### src/rtl/pc_sequencer.sv
// Instruction-fetch sequencer: owns the PC, issues single-outstanding fetches,
// holds one instruction for decode and applies JAL/JALR redirects from execute.
module pc_sequencer #(
  parameter logic [31:0] RESET_PC = 32'h0000_0000
) (
  input  logic        clk,
  input  logic        rst,
  output logic        imem_req_valid,
  input  logic        imem_req_ready,
  output logic [31:0] imem_addr,
  input  logic        imem_resp_valid,
  input  logic [31:0] imem_resp_data,
  output logic        inst_valid,
  output logic [31:0] inst,
  output logic [31:0] inst_pc,
  input  logic        inst_ready,
  input  logic        redir_valid,
  input  logic [6:0]  redir_opcode,
  input  logic [31:0] redir_jump,
  input  logic [31:0] redir_ra,
  output logic        misalign_err
);

  localparam logic [6:0] OP_JAL  = 7'b1101111;
  localparam logic [6:0] OP_JALR = 7'b1100111;

  typedef enum logic [1:0] {IDLE, REQ, WAIT, HOLD} state_t;

  state_t      state_q, state_d;
  logic [31:0] pc_q, pc_d;
  logic        drop_q, drop_d;
  logic        req_valid_q, req_valid_d;
  logic [31:0] addr_q, addr_d;
  logic        inst_valid_q, inst_valid_d;
  logic [31:0] inst_q, inst_d;
  logic [31:0] inst_pc_q, inst_pc_d;
  logic        misalign_q, misalign_d;

  logic        taken;
  logic [31:0] target;

  always_comb begin
    taken  = redir_valid && (redir_opcode == OP_JAL || redir_opcode == OP_JALR);
    target = (redir_opcode == OP_JAL) ? redir_jump : (redir_ra & ~32'h1);

    state_d   = state_q;
    pc_d      = pc_q;
    drop_d    = drop_q;
    inst_d    = inst_q;
    inst_pc_d = inst_pc_q;

    case (state_q)
      IDLE: begin
        state_d = REQ;
        if (taken) pc_d = target;
      end
      REQ: begin
        if (imem_req_ready) state_d = WAIT;
        // The request stays on the bus at its old address; its response is dropped later.
        if (taken) begin
          pc_d   = target;
          drop_d = 1'b1;
        end
      end
      WAIT: begin
        if (imem_resp_valid) begin
          if (drop_q || taken) begin
            drop_d  = 1'b0;
            state_d = REQ;
            if (taken) pc_d = target;
          end else begin
            inst_d    = imem_resp_data;
            inst_pc_d = pc_q;
            state_d   = HOLD;
          end
        end else if (taken) begin
          drop_d = 1'b1;
          pc_d   = target;
        end
      end
      HOLD: begin
        if (taken) begin
          pc_d    = target;
          state_d = REQ;
        end else if (inst_ready) begin
          pc_d    = pc_q + 32'd4;
          state_d = REQ;
        end
      end
      default: state_d = IDLE;
    endcase

    // Outputs are registered copies of the next-state decode.
    req_valid_d  = (state_d == REQ);
    inst_valid_d = (state_d == HOLD);
    addr_d       = (state_d == REQ && state_q != REQ) ? pc_d : addr_q;
    misalign_d   = taken && (target[1:0] != 2'b00);
  end

  always_ff @(posedge clk) begin
    if (rst) begin
      state_q      <= IDLE;
      pc_q         <= RESET_PC;
      drop_q       <= 1'b0;
      req_valid_q  <= 1'b0;
      addr_q       <= RESET_PC;
      inst_valid_q <= 1'b0;
      inst_q       <= '0;
      inst_pc_q    <= '0;
      misalign_q   <= 1'b0;
    end else begin
      state_q      <= state_d;
      pc_q         <= pc_d;
      drop_q       <= drop_d;
      req_valid_q  <= req_valid_d;
      addr_q       <= addr_d;
      inst_valid_q <= inst_valid_d;
      inst_q       <= inst_d;
      inst_pc_q    <= inst_pc_d;
      misalign_q   <= misalign_d;
    end
  end

  assign imem_req_valid = req_valid_q;
  assign imem_addr      = addr_q;
  assign inst_valid     = inst_valid_q;
  assign inst           = inst_q;
  assign inst_pc        = inst_pc_q;
  assign misalign_err   = misalign_q;

endmodule

### config.mk
export PLATFORM = sky130hd
export DESIGN_NAME = pc_sequencer
export DESIGN_NICKNAME = d
export VERILOG_FILES = /design/src/rtl/pc_sequencer.sv
export SDC_FILE = /design/constraint.sdc
export NUM_CORES = 1
export LEC_CHECK = 0
export ABC_AREA = 1
export BUFFER_PORTS_ARGS = -buffer_cell sky130_fd_sc_hd__buf_2
export CAP_MARGIN = 20
export CORE_UTILIZATION = 30
export CTS_BUF_LIST = sky130_fd_sc_hd__clkbuf_4 sky130_fd_sc_hd__clkbuf_8
export CTS_CLUSTER_DIAMETER = 120
export CTS_CLUSTER_SIZE = 12
export DETAILED_ROUTE_END_ITERATION = 10
export GPL_ROUTABILITY_DRIVEN = 1
export PLACE_DENSITY_LB_ADDON = 0.05
export SLEW_MARGIN = 10
export SYNTH_ARGS = -nofsm -noshare
export SYNTH_HDL_FRONTEND = slang
export SYNTH_SLANG_ARGS = --single-unit
export TNS_END_PERCENT = 1
### constraint.sdc
create_clock -name clk -period 1.9 [get_ports clk]
set_input_delay 0.285 -clock clk [delete_from_list [all_inputs] [get_ports clk]]
set_output_delay 0.285 -clock clk [all_outputs]
set_load 0.05 [all_outputs]
==> summary.md <==
| Metric | Value |
|---|---|
| Status | `complete, no violations` |
| Share of cells above drive strength 1 | `0.2872` |
| Cell taking the most area after synthesis | `dfxtp_1` |
| EDFF count, synth | `0` |
| Max clock buf depth | `2` |
| Post-Syn Area | `approximately 0.0064 mm2` |
| CTS root buf | `clkbuf_8` |
| Synth area leaders | `dfxtp_1 (42%), nand2_1 (9.9%), a21oi_1 (7.8%)` |
| Post-synthesis cell type count | `41` |
| CP bufs+invs | `3` |
| Routed via count | `a little over 6000` |
| Flops & latches, synth | `134` |
| Worst-path clk slew | `around 0.090 ns` |
| N_diodes | `0` |
| R2r endpoint | `imem_addr[19]$_SDFFE_PP0P_` |
| Vias in the first global route | `roughly 5700` |
| Syn Nets | `approximately 1000` |
| Cells after synthesis | `around 900` |
| Critical path type | `reg -> reg` |
| Pwr dens | `838.1 mW/mm2` |
| Final nets | `around 1200` |
| Global-route wire length before repair | `a little over 30 mm` |
| Area growth syn-to-layout | `30.41%` |
| Die extent in x | `147.9 um` |
| Async set or reset register ratio after synthesis | `0` |
| Die ar. | `around 0.022 mm2` |
| Delay-heaviest family, CP | `buffers and inverters` |
| Fin Hold WS | `around 0.12 ns` |
| Clock Latency Late Sink | `0.44 ns` |
| CP arrival | `between 2 and 2.5 ns` |
| CTS sink count | `about 130` |
| Number of DRC markers in iteration 0 | `279` |
| Post-synthesis sequential area ratio | `0.4201` |
| CP Capture Type | `register` |
| Drt total wl | `about 20 mm` |
| Worst Hold End | `inst[0]$_SDFFE_PP0P_` |
| Hold_sp | `imem_resp_data[0]` |
| Resized Gates After CTS | `0` |
| Setup bufs post-CTS | `0` |
| CP Cell Sequence | `nand2_4, inv_2, nand3_4, nand3_4, clkinv_4, buf_12, o21bai_1, a21oi_2` |
| 1st-pass router iterations | `4` |
| CP startpoint | `state_q[0]$_SDFF_PP0_` |
| Grt ovf | `0` |
| CP Max Fanout | `21` |
| Worst-margin pin slew | `0.4254 ns` |
| Most common cell after layout, fill and taps aside | `buf_2` |
| Fin. max-slew vios | `0` |
| Hold depth | `3` |
| CTS tree | `done` |
| Chip height | `approximately 150 um` |
| Vias per inst | `approximately 4.4` |
| CP max stage delay | `between 0.4 and 0.5 ns` |
| H-tree depth | `4` |
| Max VDD drop | `322.8 uV` |
| Max cap viols | `0` |
| Minimum clock period | `between 1.5 and 2 ns` |
| Core area | `0.02096 mm2` |
| Clock skew | `about 0.014 ns` |
| Final hold violations | `0` |
| Warnings from Yosys | `0` |
| RSZ-0062 raised after global routing | `false` |
| I/O Pins | `between 200 and 250` |
| FF-to-FF setup slack | `around 0.18 ns` |
| CTS Hold Bufs | `0` |
| Fmax achieved | `580.8 MHz` |
| Final period utilization | `0.9062` |
| Largest net degree at the start of global routing | `84` |
| Mean Syn Cell Area | `between 7 and 8 um2` |
| Relative slew slack | `0.7134` |
| Total CTS buffers | `17` |
| Area after DPL | `between 0.007 and 0.008 mm2` |
| GRT Overall Usage | `0.1835` |
| ANT nets after route | `0` |
| Most frequent cells in the layout | `buf_2 (206), nand2_1 (168), dfxtp_1 (132), nor2_1 (124), a21oi_1 (99)` |
| Initial antenna violation count | `0` |
| Most frequent CP cell | `nand3_4` |
| Residual DRC | `0` |
| Routed len/inst | `between 10 and 15 um` |
| Fillers | `approximately 2300` |
| R2R Path Start | `state_q[0]$_SDFF_PP0_` |
| R2R depth | `8` |
| Static leakage | `3.689 nW` |
| Hold/Removal Path Class | `in -> reg` |
| Finished Cell Area | `approximately 0.0083 mm2` |
| Final setup viols | `0` |
| Setup TNS | `0 ns` |
| CP startpoint kind | `register` |
| I/O Buffers | `between 200 and 250` |
| Share of the synthesized area in the top cell type | `0.4201` |
| RD Place Congestion | `a little over 0.8` |
| Post-detail-place hpwl | `14.64 mm` |
| Critical-path top delay cell | `dfxtp_1` |
| Starting density of the core | `0.3048` |
| # rows | `53` |
| Critical Path RT | `around 2.2 ns` |
| Top_reg_cell synth | `dfxtp_1` |
==> synth_stat cells, types with 2 or more instances <==
cell type    n
nor2_2       3
or2_0        2
a21oi_2      7
a21oi_1     99
nor3_1       5
o21ai_1     10
nand4_2      3
o21bai_1    12
dfxtp_1    134
nor2_4       8
clkbuf_1    15
or2_1        2
nand2_1    168
nand2_2      9
nand3b_1     2
inv_1       94
buf_2       21
nor2_1     124
nand3_1     75
nand3_2      7
buf_4        4
nand3_4      2
nand4_1     13
o21ai_0     54
buf_6        9
inv_2        7
==> state kept, by name, indices dropped and copies added (netlist names) <==
name            count
imem_req_valid      1
imem_addr          32
pc_q               32
drop_q              1
misalign_err        1
state_q             2
inst_valid          1
inst               32
inst_pc            32
==> power by group <==
group / internal [mW] / switching (mW)
Clock: 1.93 / 1.14
Combinational: 0.288 / 0.655
Sequential: 2.91 / 0.0563
Total: 5.13 / 1.85
==> worst register-to-register path, cell delays in order (launching register included) <==
cell and delay, ns:
dfxtp_1 0.44, nand2_4 0.15, inv_2 0.21, nand3_4 0.11
nand3_4 0.15, clkinv_4 0.17, buf_12 0.21, o21bai_1 0.16
a21oi_2 0.04
==> routing by layer <==
metal	share of wire	vias to the layer above	wire length, um	track usage
li1	-	3332	-	-
met1	0.54	2610	10680	0.2787
met2	0.38	184	7568	0.2580
met3	0.063	13	1243	0.03765
met4	0.0086	0	170	0.04794
met5	0	-	0	0
==> worst max path at each step <==
stage	slack, ns	endpoint	cells after the start
floorplan	0.37	imem_addr[14]$_SDFFE_PP0P_	10
global placement	0.13	imem_addr[27]$_SDFFE_PP0P_	9
detailed placement	0.14	imem_addr[27]$_SDFFE_PP0P_	9
CTS	0.13	imem_addr[27]$_SDFFE_PP0P_	9
global route	0.005	imem_addr[18]$_SDFFE_PP0P_	11
finish	0.18	imem_addr[19]$_SDFFE_PP0P_	8
==> final cells by class <==
| cell class | instances | area [um2] | area share |
|---|---|---|---|
| Clock buffer | 20 | 275.3 | 0.03305 |
| Timing Repair Buffer | 235 | 1361 | 0.1635 |
| Inverter | 102 | 387.9 | 0.04657 |
| Multi-Input combinational cell | 618 | 3028 | 0.3636 |
| Tap cell | 275 | 344.1 | 0.04132 |
| Sequential cell | 134 | 2685 | 0.3224 |
| Clock inverter | 12 | 246.5 | 0.02960 |
==> through the flow <==
step | power [mW] | utilization | cells | setup WS (ns)
2_1_floorplan | 3.670 | - | 904 | 0.3716
3_5_place_dp | 3.975 | 0.3724 | 1364 | 0.1360
4_1_cts | 7.080 | 0.3973 | 1396 | 0.1301
3_3_place_gp | 3.976 | 0.3724 | 1364 | 0.1270
6_report | 6.980 | 0.3974 | 1396 | 0.1783
5_1_grt | 7.295 | 0.3974 | 1396 | 0.005449
==> kinds of logic (layout without fill, tap and decap cells) <==
logic type,count (synthesis),count (layout),share of synthesized area
buffers and inverters,152,369,0.1072
flip-flops,134,134,0.4201
XOR/XNOR,1,1,0.001372
AO/OA/AOI/OAI,189,189,0.1611
adder cells (fa/ha/maj),1,1,0.001959
AND/OR/NAND/NOR,427,427,0.3084
No activity file was read; power rests on OpenSTA's default activity.
